File: src/rtl/dump_pkg.sv
// Shared types and constants for the CPU architectural-state dumper.
package dump_pkg;

    // Frame walker states: header words, register file, data memory.
    typedef enum logic [1:0] {
        ST_IDLE = 2'd0,
        ST_HDR  = 2'd1,
        ST_REGS = 2'd2,
        ST_MEM  = 2'd3
    } dump_state_e;

    localparam int HDR_WORDS = 4;

    // Position of each header field within the first HDR_WORDS stream words.
    localparam logic [1:0] HDR_CYCLE = 2'd0;
    localparam logic [1:0] HDR_PC    = 2'd1;
    localparam logic [1:0] HDR_STALL = 2'd2;
    localparam logic [1:0] HDR_FLUSH = 2'd3;

    // Total words in one dump frame.
    function automatic int frame_len(input int num_regs, input int num_mem_words);
        return HDR_WORDS + num_regs + num_mem_words;
    endfunction

endpackage

File: src/rtl/event_counter.sv
// Free-running wrap-around event counter with enable and synchronous clear.
module event_counter #(
    parameter int W = 32
) (
    input  logic         clk_i,
    input  logic         rst_i,
    input  logic         en_i,
    output logic [W-1:0] count_o
);

    logic [W-1:0] count_q;
    logic [W-1:0] count_d;

    // Next count: increment on enable, wrapping naturally at 2^W.
    always_comb begin
        count_d = count_q;
        if (en_i) begin
            count_d = count_q + W'(1);
        end else begin
            count_d = count_q;
        end
    end

    // Count register with synchronous clear.
    always_ff @(posedge clk_i) begin
        if (rst_i) begin
            count_q <= '0;
        end else begin
            count_q <= count_d;
        end
    end

    assign count_o = count_q;

endmodule

File: src/rtl/cpu_state_dumper.sv
// Streams a fixed-order frame (cycle, PC, stall, flush, regs, memory words)
// of the CPU architectural state over a valid/ready interface.
module cpu_state_dumper
    import dump_pkg::*;
#(
    parameter int NUM_REGS      = 32,
    parameter int NUM_MEM_WORDS = 8,
    parameter int DATA_W        = 32
) (
    input  logic              clk_i,
    input  logic              rst_i,
    input  logic              start_i,
    input  logic              stall_i,
    input  logic              flush_i,
    input  logic [31:0]       pc_i,
    input  logic              trigger_i,
    output logic [4:0]        reg_addr_o,
    input  logic [DATA_W-1:0] reg_data_i,
    output logic [31:0]       mem_addr_o,
    input  logic [DATA_W-1:0] mem_data_i,
    output logic              out_valid_o,
    input  logic              out_ready_i,
    output logic [DATA_W-1:0] out_data_o,
    output logic              out_sof_o,
    output logic              out_eof_o,
    output logic              busy_o
);

    localparam int MAX_IDX = (NUM_REGS > NUM_MEM_WORDS) ? NUM_REGS : NUM_MEM_WORDS;
    localparam int IDX_W   = $clog2(MAX_IDX + 1);

    localparam logic [IDX_W-1:0] LAST_HDR = IDX_W'(HDR_WORDS - 1);
    localparam logic [IDX_W-1:0] LAST_REG = IDX_W'(NUM_REGS - 1);
    localparam logic [IDX_W-1:0] LAST_MEM = IDX_W'(NUM_MEM_WORDS - 1);
    // Index value meaning "all memory words loaded, last word awaiting handshake".
    localparam logic [IDX_W-1:0] MEM_DONE = IDX_W'(NUM_MEM_WORDS);

    logic [31:0] cycle_cnt_s, stall_cnt_s, flush_cnt_s;

    dump_state_e       state_q, state_d;
    logic [IDX_W-1:0]  idx_q, idx_d;
    logic              out_valid_q, out_valid_d;
    logic [DATA_W-1:0] out_data_q, out_data_d;
    logic              out_sof_q, out_sof_d;
    logic              out_eof_q, out_eof_d;
    logic [31:0]       shadow_cycle_q, shadow_cycle_d;
    logic [31:0]       shadow_pc_q, shadow_pc_d;
    logic [31:0]       shadow_stall_q, shadow_stall_d;
    logic [31:0]       shadow_flush_q, shadow_flush_d;
    logic [DATA_W-1:0] hdr_word_s;
    logic              load_s;

    event_counter #(.W(32)) u_cycle_cnt (
        .clk_i(clk_i), .rst_i(rst_i), .en_i(start_i), .count_o(cycle_cnt_s)
    );
    event_counter #(.W(32)) u_stall_cnt (
        .clk_i(clk_i), .rst_i(rst_i), .en_i(start_i & stall_i), .count_o(stall_cnt_s)
    );
    event_counter #(.W(32)) u_flush_cnt (
        .clk_i(clk_i), .rst_i(rst_i), .en_i(start_i & flush_i), .count_o(flush_cnt_s)
    );

    // Output register may take a new word when empty or being consumed.
    assign load_s = !out_valid_q || out_ready_i;

    // Read ports follow the load index only while their section is being walked.
    assign reg_addr_o = (state_q == ST_REGS) ? 5'(idx_q) : 5'd0;
    assign mem_addr_o = (state_q == ST_MEM && idx_q != MEM_DONE) ? 32'({idx_q, 2'b00}) : 32'd0;

    // Select the latched header field addressed by the load index.
    always_comb begin
        hdr_word_s = DATA_W'(shadow_cycle_q);
        case (idx_q[1:0])
            HDR_PC:    hdr_word_s = DATA_W'(shadow_pc_q);
            HDR_STALL: hdr_word_s = DATA_W'(shadow_stall_q);
            HDR_FLUSH: hdr_word_s = DATA_W'(shadow_flush_q);
            default:   hdr_word_s = DATA_W'(shadow_cycle_q);
        endcase
    end

    // Frame walker: next state, load index, output register and header shadows.
    always_comb begin
        state_d        = state_q;
        idx_d          = idx_q;
        out_valid_d    = out_valid_q;
        out_data_d     = out_data_q;
        out_sof_d      = out_sof_q;
        out_eof_d      = out_eof_q;
        shadow_cycle_d = shadow_cycle_q;
        shadow_pc_d    = shadow_pc_q;
        shadow_stall_d = shadow_stall_q;
        shadow_flush_d = shadow_flush_q;
        case (state_q)
            ST_IDLE: begin
                if (trigger_i) begin
                    // Word 0 is the live cycle count, identical to what the shadow captures.
                    shadow_cycle_d = cycle_cnt_s;
                    shadow_pc_d    = pc_i;
                    shadow_stall_d = stall_cnt_s;
                    shadow_flush_d = flush_cnt_s;
                    out_valid_d    = 1'b1;
                    out_data_d     = DATA_W'(cycle_cnt_s);
                    out_sof_d      = 1'b1;
                    out_eof_d      = 1'b0;
                    idx_d          = IDX_W'(1);
                    state_d        = ST_HDR;
                end else begin
                    out_valid_d = 1'b0;
                    out_sof_d   = 1'b0;
                    out_eof_d   = 1'b0;
                end
            end
            ST_HDR: begin
                if (load_s) begin
                    out_valid_d = 1'b1;
                    out_data_d  = hdr_word_s;
                    out_sof_d   = 1'b0;
                    out_eof_d   = 1'b0;
                    if (idx_q == LAST_HDR) begin
                        idx_d   = {IDX_W{1'b0}};
                        state_d = ST_REGS;
                    end else begin
                        idx_d = idx_q + IDX_W'(1);
                    end
                end else begin
                    state_d = ST_HDR;
                end
            end
            ST_REGS: begin
                if (load_s) begin
                    out_valid_d = 1'b1;
                    out_data_d  = reg_data_i;
                    out_sof_d   = 1'b0;
                    out_eof_d   = 1'b0;
                    if (idx_q == LAST_REG) begin
                        idx_d   = {IDX_W{1'b0}};
                        state_d = ST_MEM;
                    end else begin
                        idx_d = idx_q + IDX_W'(1);
                    end
                end else begin
                    state_d = ST_REGS;
                end
            end
            ST_MEM: begin
                if (idx_q == MEM_DONE) begin
                    // Last word is held; the frame ends on its handshake.
                    if (out_ready_i) begin
                        out_valid_d = 1'b0;
                        out_sof_d   = 1'b0;
                        out_eof_d   = 1'b0;
                        idx_d       = {IDX_W{1'b0}};
                        state_d     = ST_IDLE;
                    end else begin
                        state_d = ST_MEM;
                    end
                end else if (load_s) begin
                    out_valid_d = 1'b1;
                    out_data_d  = mem_data_i;
                    out_sof_d   = 1'b0;
                    out_eof_d   = (idx_q == LAST_MEM);
                    idx_d       = idx_q + IDX_W'(1);
                end else begin
                    state_d = ST_MEM;
                end
            end
            default: begin
                state_d     = ST_IDLE;
                idx_d       = {IDX_W{1'b0}};
                out_valid_d = 1'b0;
                out_sof_d   = 1'b0;
                out_eof_d   = 1'b0;
            end
        endcase
    end

    // State, index, output and shadow registers with synchronous reset.
    always_ff @(posedge clk_i) begin
        if (rst_i) begin
            state_q        <= ST_IDLE;
            idx_q          <= {IDX_W{1'b0}};
            out_valid_q    <= 1'b0;
            out_data_q     <= {DATA_W{1'b0}};
            out_sof_q      <= 1'b0;
            out_eof_q      <= 1'b0;
            shadow_cycle_q <= 32'd0;
            shadow_pc_q    <= 32'd0;
            shadow_stall_q <= 32'd0;
            shadow_flush_q <= 32'd0;
        end else begin
            state_q        <= state_d;
            idx_q          <= idx_d;
            out_valid_q    <= out_valid_d;
            out_data_q     <= out_data_d;
            out_sof_q      <= out_sof_d;
            out_eof_q      <= out_eof_d;
            shadow_cycle_q <= shadow_cycle_d;
            shadow_pc_q    <= shadow_pc_d;
            shadow_stall_q <= shadow_stall_d;
            shadow_flush_q <= shadow_flush_d;
        end
    end

    assign out_valid_o = out_valid_q;
    assign out_data_o  = out_data_q;
    assign out_sof_o   = out_sof_q;
    assign out_eof_o   = out_eof_q;
    assign busy_o      = (state_q != ST_IDLE);

endmodule
File: config.mk
export PLATFORM = sky130hd
export DESIGN_NAME = cpu_state_dumper
export DESIGN_NICKNAME = d
export VERILOG_FILES = /design/src/rtl/dump_pkg.sv /design/src/rtl/event_counter.sv /design/src/rtl/cpu_state_dumper.sv
export SDC_FILE = /design/constraint.sdc
export NUM_CORES = 1
export LEC_CHECK = 0
export ABC_CLOCK_PERIOD_IN_PS = 2330
export CAP_MARGIN = 20
export CORE_ASPECT_RATIO = 0.7
export CORE_MARGIN = 1
export CORE_UTILIZATION = 40
export DETAILED_ROUTE_END_ITERATION = 12
export GPL_ROUTABILITY_DRIVEN = 0
export GPL_TIMING_DRIVEN = 0
export MAX_ROUTING_LAYER = met4
export SYNTH_ARGS = -nofsm -noshare
export SYNTH_HDL_FRONTEND = slang
export SYNTH_SLANG_ARGS = --single-unit
File: constraint.sdc
create_clock -name clk_i -period 2.33 [get_ports clk_i]
set_input_delay 0.3495 -clock clk_i [delete_from_list [all_inputs] [get_ports clk_i]]
set_output_delay 0.3495 -clock clk_i [all_outputs]
set_load 0.1 [all_outputs]
==> results of run 1 <==
==> layout by cell type, fill, tap and decap left out, types with 5 or more instances in the layout <==
master,synthesis,routed
and2_1,9,8
clkdlybuf4s50_1,0,101
a211oi_1,33,26
clkbuf_16,0,28
inv_1,21,17
nor2_1,200,196
a2111oi_2,0,20
ha_2,0,5
ha_1,12,7
buf_4,28,48
and4_1,10,10
buf_1,10,9
conb_1,1,26
clkbuf_2,0,17
and3_1,13,13
xor2_1,49,49
o21ai_0,11,11
a22oi_1,33,33
buf_6,3,11
a222oi_1,32,32
nand4_1,30,30
nand2_1,292,292
clkbuf_8,5,14
nor4_1,16,16
or3_1,9,9
buf_2,10,10
a2111oi_4,0,7
a21oi_1,148,146
clkinv_2,0,6
dlygate4sd2_1,0,35
dfxtp_1,267,261
a211oi_2,0,7
nand3_1,51,51
nor3_1,48,48
xnor2_1,35,35
clkbuf_1,86,65
==> final timing paths <==
path	from	end	slack, ns	cells past startpoint
worst max register to register	u_cycle_cnt.count_o[0]	u_cycle_cnt.count_o[26]	0.09	6
worst min-delay path	pc_i[22]	shadow_pc_q[22]	0.33	3
worst min register to register	shadow_cycle_q[26]	shadow_cycle_q[26]	0.45	2
worst max-delay path	idx_q[0]	mem_addr_o[2]	-0.05	6
==> per-layer routing <==
metal	vias to the layer above	part of all wire	track usage
met5	-	0	-
met4	0	0.025	0.05942
met3	62	0.093	0.05764
met2	447	0.39	0.3418
met1	5461	0.49	0.3887
li1	5759	-	-
==> timing repair <==
item                       CTS  global route
pin swaps                   12            12
hold buffers                 0             0
gates resized for setup    184           101
setup buffers                6            11
setup endpoints to repair   83           141
==> logic make-up after synthesis <==
logic type	Yosys count	synth area share
AND/OR/NAND/NOR	701	0.2550
AO/OA/AOI/OAI	307	0.1698
flip-flops	267	0.4345
buffers and inverters	163	0.06520
XOR/XNOR	84	0.05980
adder cells (fa/ha/maj)	12	0.01220
multiplexers	4	0.003255
other	1	0.0003048
==> sequential cells by signal (all words and copies together), names as in the netlist <==
| register | flops |
|---|---|
| shadow_cycle_q | 32 |
| u_cycle_cnt.count_o | 32 |
| u_stall_cnt.count_o | 32 |
| shadow_pc_q | 32 |
| out_sof_o | 1 |
| idx_q | 6 |
| shadow_stall_q | 32 |
| state_q | 2 |
| out_data_o | 32 |
| out_valid_o | 1 |
| shadow_flush_q | 32 |
| out_eof_o | 1 |
| u_flush_cnt.count_o | 32 |
==> metrics by stage <==
step                power (mW)  cells
floorplan                8.579   1564
global placement         10.06   2124
detailed placement       10.09   2124
CTS                      14.62   2179
global route             15.58   2189
finish                   14.90   2189
==> layout make-up <==
type	instances	area, um2
buffer	141	810.8
tap	412	515.5
timing repair buffer	165	1608
sequential	267	5358
inverter	21	82.58
clock inverter	8	80.08
clock buffer	41	818.3
fill	2956	14240
multi-input combinational	1134	6595
==> power by group <==
group          internal (mW)  switching, mW
sequential              4.86          0.197
clock                   2.54           1.87
combinational           1.44           4.00
==> critical path: stages, from the launching register on <==
cell     delay [ns]
dfxtp_4        0.36
inv_2          0.17
ha_2           0.29
inv_1          0.12
o21ai_4        0.28
nor2_4         0.08
buf_12         0.17
==> metrics, run 1 <==
max_cap viols=0; number of cell rows=53; Max-slew headroom=0.3014; largest net degree at the start of global routing=15; crit path capture type=output pin; Iteration-0 DRC Markers=1165; share of flip-flops with an asynchronous set or reset=0; synth cell count leaders=nand2_1 (292), dfxtp_1 (267), nor2_1 (200); flip-flop cell with the highest count after synthesis=dfxtp_1; Port Buffers=148; share of the synthesized area in the top cell type=0.4345; mapped cell area=12300 um2; syn avg cell area=7.993 um2; most frequently used cell type in the post-synthesis netlist=nand2_1; clock edge transition at the registers on the reported setup and hold paths=0.06 ns; final hold violation count=0; CTS buffer count=27; total half-perimeter wirelength after legalization and detailed placement=29.65 mm; final worst path period need=2.385 ns; post-route cell area=15870 um2; maximum clock frequency=419.3 MHz; die width=211.6 um; # IOs=176; Crit path required time=1.98 ns; GRT Total Usage=0.2579; area added between synthesis and finish=28.99%; CP Class=reg2out; worst-skew pair later-pin latency=0.57 ns; worst-case setup margin in the final layout=-0.05492 ns; Arr. time, crit path=2.04 ns; setup repair after global routing missed its margin=yes; largest fanout on the critical path=6; net total in the final layout=1872; pre-CTS setup slack=-1.112 ns; LEAKAGE=5.547 nW; wire length of the first global-routing pass=61.08 mm; Synth area leaders=dfxtp_1 (43%), nand2_1 (8.9%), nor2_1 (6.1%); min-delay worst type=in2reg; Worst IR Drop VDD=0.4870 mV; area of the core=30110 um2; initial antenna violation count=0; layout cell share with drive strength beyond 1=0.1255; sinks on the clock net=267; Setup-failing EPs final=2; die height=148.7 um; effective utilization at floorplan=0.4086; First-pass DRT Iterations=8; final number of max-transition violations=0; number of register bits inferred by synthesis=267; post-placement cell area=14400 um2; status=finished, violations left; Mapped Cells=1539; Post-Route Utilization=0.5271; power density over cell area=939.0 nW/um2; Netlist cell types=57; number of global-route vias before repair=10590; number of enable-type register cells in the synthesized netlist=0; startpoint types=register; sequential share of the synthesized area=0.4345; antenna cells=0; cell chosen for the clock root=clkbuf_16; biggest area consumer among synthesized cells=dfxtp_1; number of buffers on the longest clock path=3; residual antenna-violating net count after detailed routing=0; aggregate global routing overflow=0; Die Outline Area=31470 um2; total number of H-tree levels=1; Layout Skew=0.01697 ns; final worst path period share=1.024; failing checks=negative setup slack; total number of vias=11730; clock tree from TritonCTS=yes; detailed-route vias per instance=5.358; Total Negative Setup Slacks=-0.1079 ns; Ys Warns=0; drc violations=0; Post-Route Hold Slack=0.3329 ns; transition time of the tightest slew-check pin=1.048 ns; total wire length=39.81 mm; average detailed-routed wire length per instance=18.19 um
(Power assumes the default switching activity.)
==> run 2, diff against run 1 <==
Settings changed: MAX_ROUTING_LAYER met4 to unset.
==> run 2 against run 1 <==
Non-clock buffer count shrank 3. First-iteration DRC count shrank 8.8%. Cell count shrank 0.14%. Flip-flop and latch count is the same. Setup slack lost 0.017 ns. The flow still finishes with violations (negative setup slack). Register-to-register slack lost 0.08 ns. Highest routed layer unchanged. Maximum frequency shrank 0.72%. Clock-buffer cell count is the same. Design area shrank 0.26%. Sequential share of layout area grew 0.072 points. Power shrank 0.27%. Via count grew 0.17%.
==> metrics, run 2 (synthesis gave the netlist of run 1 again) <==
Layout Skew=0.01692 ns (-0.00005200 ns); total half-perimeter wirelength after legalization and detailed placement=29.65 mm (unchanged); largest fanout on the critical path=4 (-2); LEAKAGE=5.514 nW (-0.59%); non-filler instance count after layout=2186 (-0.14%); failing checks=negative setup slack; grt peak-use layer=met1; Setup-failing EPs final=2 (unchanged); antenna cells=0 (unchanged); transition time of the tightest slew-check pin=1.025 ns (-0.02288 ns); post-placement cell area=14400 um2 (unchanged); die width=211.6 um (unchanged); wire length of the first global-routing pass=61.12 mm (about the same); worst-case setup margin in the final layout=-0.07215 ns (-0.01723 ns); global routing usage on met3=0.05849 (+0.0008446); net total in the final layout=1869 (-0.16%); final hold violation count=0 (unchanged); First-pass DRT Iterations=8 (unchanged); Arr. time, crit path=2.05 ns (about the same); max_cap viols=0 (unchanged); area added between synthesis and finish=28.65%; pre-CTS setup slack=-1.112 ns (unchanged); met2 Usage GRT=0.3410 (-0.0008224); crit path capture type=output pin; worst-skew pair later-pin latency=0.57 ns (about the same); most common cell after layout, fill and taps aside=nand2_1; Post-Route Utilization=0.5257 (-0.001371); CP Class=reg2out; number of cell rows=53 (unchanged); number of global-route vias before repair=10600 (+0.028%); Post-Place Cells=2124 (unchanged); total number of H-tree levels=1 (unchanged); Port Buffers=148 (unchanged); setup repair after global routing missed its margin=yes; clock edge transition at the registers on the reported setup and hold paths=0.06 ns (about the same); global routing met1 resource utilization=0.3888 (about the same); average detailed-routed wire length per instance=18.23 um (+0.24%); largest net degree at the start of global routing=15 (unchanged); Max-slew headroom=0.3142 (+0.01273); post-route cell area=15830 um2 (-0.26%); final worst path period need=2.402 ns (+0.01723 ns); Total Negative Setup Slacks=-0.1236 ns (-0.01571 ns); sinks on the clock net=267 (unchanged); drc violations=0 (unchanged); cell chosen for the clock root=clkbuf_16; GRT Total Usage=0.2505 (-0.007470); Iteration-0 DRC Markers=1062 (-8.8%); area of the core=30110 um2 (unchanged); CTS buffer count=27 (unchanged); total number of vias=11750 (+0.17%); status=finished, violations left; layout cell share with drive strength beyond 1=0.1206 (-0.004861); final worst path period share=1.031 (+0.007394); number of buffers on the longest clock path=3 (unchanged); most used cells in the layout excluding fill and tap cells=nand2_1 (292), dfxtp_1 (261), nor2_1 (196); startpoint types=register; min-delay worst type=in2reg; initial antenna violation count=0 (unchanged); die height=148.7 um (unchanged); residual antenna-violating net count after detailed routing=0 (unchanged); effective utilization at floorplan=0.4086 (unchanged); power density over cell area=938.9 nW/um2 (about the same); clock tree from TritonCTS=yes; Die Outline Area=31470 um2 (unchanged); multi-input combinational cell area=6580 um2 (-0.23%); Crit path required time=1.98 ns (about the same); fill cell total of the finished layout=2965 (+0.30%); combined flip-flop and latch cell area=5355 um2 (about the same); maximum clock frequency=416.3 MHz (-0.72%); detailed-route vias per instance=5.375 (+0.31%); Worst IR Drop VDD=0.4899 mV (+0.58%); final number of max-transition violations=0 (unchanged); Post-Route Hold Slack=0.3310 ns (-0.001949 ns); number of buffers inserted by hold repair at cts=0 (unchanged); # IOs=176 (unchanged); total power draw=14.86 mW (-0.27%); aggregate global routing overflow=0 (unchanged); total wire length=39.85 mm (about the same)
## run 2: repair_timing
item | CTS | global route
setup endpoints to repair | 83 | 141
gates resized for setup | 184 | 88
gates cloned | 0 | 0
endpoints found under the hold margin | 0 | 0
pin swaps | 12 | 13
buffers inserted | 6 | 8
## run 2: per-layer routing
| layer | vias up | share of wire |
|---|---|---|
| met5 | - | 0 |
| met4 | 0 | 0.024 |
| met3 | 52 | 0.089 |
| met2 | 438 | 0.39 |
| met1 | 5510 | 0.50 |
| li1 | 5749 | - |
## run 2: path summary, 6_finish.rpt
check             slack [ns]          startpoint  cells past startpoint                  to
setup / recovery       -0.07            idx_q[2]                      5       mem_addr_o[2]
hold / removal          0.33            pc_i[18]                      3     shadow_pc_q[18]
setup reg to reg        0.01          state_q[1]                      8      out_data_o[19]
hold reg to reg         0.45  shadow_cycle_q[26]                      2  shadow_cycle_q[26]
## run 2: worst max-delay path, stage by stage (launching register included)
cell     delay (ns)
dfxtp_1        0.31
buf_6          0.11
or4b_4         0.55
o21ai_4        0.26
nor2_2         0.09
buf_12         0.17
## run 2: power breakdown
group | switching [mW] | total (mW) | internal (mW)
Sequential | 0.200 | 5.05 | 4.85
Clock | 1.89 | 4.42 | 2.54
Combinational | 3.97 | 5.38 | 1.41
Total | 6.06 | 14.9 | 8.80
## run 2: cell type report
class	count	share of cell area
multi-input cells	1134	0.4158
well taps	412	0.03257
flip-flops and latches	267	0.3384
inverters	21	0.005376
clock buffers	41	0.05170
plain buffers	141	0.05044
clock inverters	8	0.005060
repair buffers	162	0.1007
==> run 3, diff against run 2 <==
Settings changed: SKIP_CTS_REPAIR_TIMING set to 1.
==> run 3 against run 2 <==
The flow still finishes with violations (negative setup slack). Combinational power rose by 3%. Design area rose by 0.49%. Register-to-register slack improved by 0.05 ns. Clock-buffer cell count did not move. Clock power barely moved. Die area did not move. Via count fell by 0.85%. Critical path type unchanged. Largest cell class unchanged. Highest routed layer unchanged.
==> metrics, run 3 (synthesis gave the netlist of run 1 again) <==
fill cell total of the finished layout=2953 (-0.40%); max_cap viols=0 (unchanged); non-filler instance count after layout=2181 (-0.23%); pre-CTS setup slack=-1.112 ns (unchanged); Worst IR Drop VDD=0.4901 mV (about the same); antenna cells=0 (unchanged); CTS buffer count=27 (unchanged); wire length of the first global-routing pass=60.60 mm (-0.86%); die width=211.6 um (unchanged); effective utilization at floorplan=0.4086 (unchanged); largest fanout on the critical path=10 (+6); clock edge transition at the registers on the reported setup and hold paths=0.07 ns (about the same); Arr. time, crit path=2.15 ns (+0.10 ns); Post-Place Cells=2124 (unchanged); Port Buffers=148 (unchanged); aggregate global routing overflow=0 (unchanged); layout cell share with drive strength beyond 1=0.1176 (-0.003051); Iteration-0 DRC Markers=1049 (-1.2%); cell chosen for the clock root=clkbuf_16; clock tree from TritonCTS=yes; worst-skew pair later-pin latency=0.56 ns (about the same); residual antenna-violating net count after detailed routing=0 (unchanged); largest stage delay on the critical path=0.56 ns (about the same); net total in the final layout=1864 (-0.27%); most used cells in the layout excluding fill and tap cells=nand2_1 (292), dfxtp_1 (262), nor2_1 (196); maximum clock frequency=400.5 MHz (-3.8%); Die Outline Area=31470 um2 (unchanged); total half-perimeter wirelength after legalization and detailed placement=29.65 mm (unchanged); most common cell after layout, fill and taps aside=nand2_1; power density over cell area=943.5 nW/um2 (+0.49%); First-pass DRT Iterations=9 (+1); min-delay worst type=in2reg; detailed-route vias per instance=5.341 (-0.62%); # IOs=176 (unchanged); GRT Total Usage=0.2479 (-0.002539); final worst path period need=2.497 ns (+0.09454 ns); LEAKAGE=5.917 nW (+7.3%); setup repair after global routing missed its margin=yes; initial antenna violation count=0 (unchanged); Setup-failing EPs final=2 (unchanged); number of buffers on the longest clock path=3 (unchanged); multi-input combinational cell area=6609 um2 (+0.44%); number of cell rows=53 (unchanged); source of the critical timing path=idx_q[4]; total number of vias=11650 (-0.85%); launching point of the worst reg2reg path=idx_q[0]; Post-Route Hold Slack=0.3315 ns (+0.0005370 ns); largest net degree at the start of global routing=15 (unchanged); crit path capture type=output pin; final hold violation count=0 (unchanged); Crit path required time=1.98 ns (about the same); CP dominant cell by count=buf_6; final number of max-transition violations=0 (unchanged); combined flip-flop and latch cell area=5354 um2 (about the same); Max-slew headroom=0.2912 (-0.02300); number of global-route vias before repair=10530 (-0.65%); status=finished, violations left; CP max-delay cell=or4b_4; total wire length=39.61 mm (-0.62%); transition time of the tightest slew-check pin=1.063 ns (+0.03828 ns); Hold Startpoint=pc_i[22]; sinks on the clock net=267 (unchanged); average detailed-routed wire length per instance=18.16 um (-0.39%); worst-case setup margin in the final layout=-0.1667 ns (-0.09454 ns); startpoint types=register; area of the core=30110 um2 (unchanged); die height=148.7 um (unchanged); CP Class=reg2out; area added between synthesis and finish=29.28%; drc violations=0 (unchanged); failing checks=negative setup slack; critical path's top delay family=simple AND/OR/NAND/NOR gates; total number of H-tree levels=1 (unchanged); CP bufs+invs=2 (unchanged); Layout Skew=0.01510 ns (-0.001821 ns); final worst path period share=1.072 (+0.04058); worst path cell trace=buf_6, or4b_4, o21ai_4, nor2_2, buf_6
==> run 3: cell types whose count changed in the layout (fill, tap and decap cells not counted), moves of 3 or more <==
cell,change
a2111oi_1,-3
a2111oi_4,+3
buf_8,+4
dlygate4sd2_1,-35
dlymetal6s2s_1,+35
nor2_2,+3
nor2_4,-3
==> run 3: worst paths after layout <==
kind	endpoint	slack (ns)	depth (start not counted)
max reg2reg	out_data_o[17]	0.06	7
max	mem_addr_o[3]	-0.17	5
min reg2reg	shadow_cycle_q[23]	0.45	2
min	shadow_pc_q[22]	0.33	3
==> run 3: worst register-to-register path: cells and delay by family (launching register included) <==
family | cells | cell delay [ns]
AO/OA/AOI/OAI | 3 | 1.13
buffers and inverters | 2 | 0.38
flip-flops | 1 | 0.35
adder cells (fa/ha/maj) | 1 | 0.19
AND/OR/NAND/NOR | 1 | 0.08
==> run 3: through the flow <==
step	utilization	instance area (um2)	power (mW)	setup TNS, ns
floorplan	-	12400	8.579	-0.7759
detailed placement	0.4782	14400	10.09	-38.97
finish	0.5283	15900	15.01	-0.3331
CTS	0.5081	15300	14.49	-24.30
global placement	0.4782	14400	10.06	-42.04
global route	0.5283	15900	15.66	-0.4895
==> run 3: cell type report <==
cell class | instances | area share
sequential | 267 | 0.3366
multi-input combinational | 1134 | 0.4155
buffer | 142 | 0.05011
inverter | 21 | 0.005192
timing repair buffer | 156 | 0.1036
tap | 412 | 0.03241
clock buffer | 41 | 0.05145
clock inverter | 8 | 0.005035
==> run 3: report_power, final <==
group / total [mW] / internal (mW) / switching (mW) / leakage (nW)
clock: 4.43 / 2.54 / 1.89 / 0.451
sequential: 5.05 / 4.85 / 0.197 / 2.16
combinational: 5.53 / 1.54 / 3.99 / 3.30
total: 15.0 / 8.93 / 6.08 / 5.92
==> run 3: layer usage <==
layer	vias to the layer above	global-route usage	routed length, um
li1	5739	-	-
met1	5460	0.3883	20230
met2	399	0.3370	15350
met3	51	0.05384	3082
met4	0	0.05797	947
met5	-	0	0
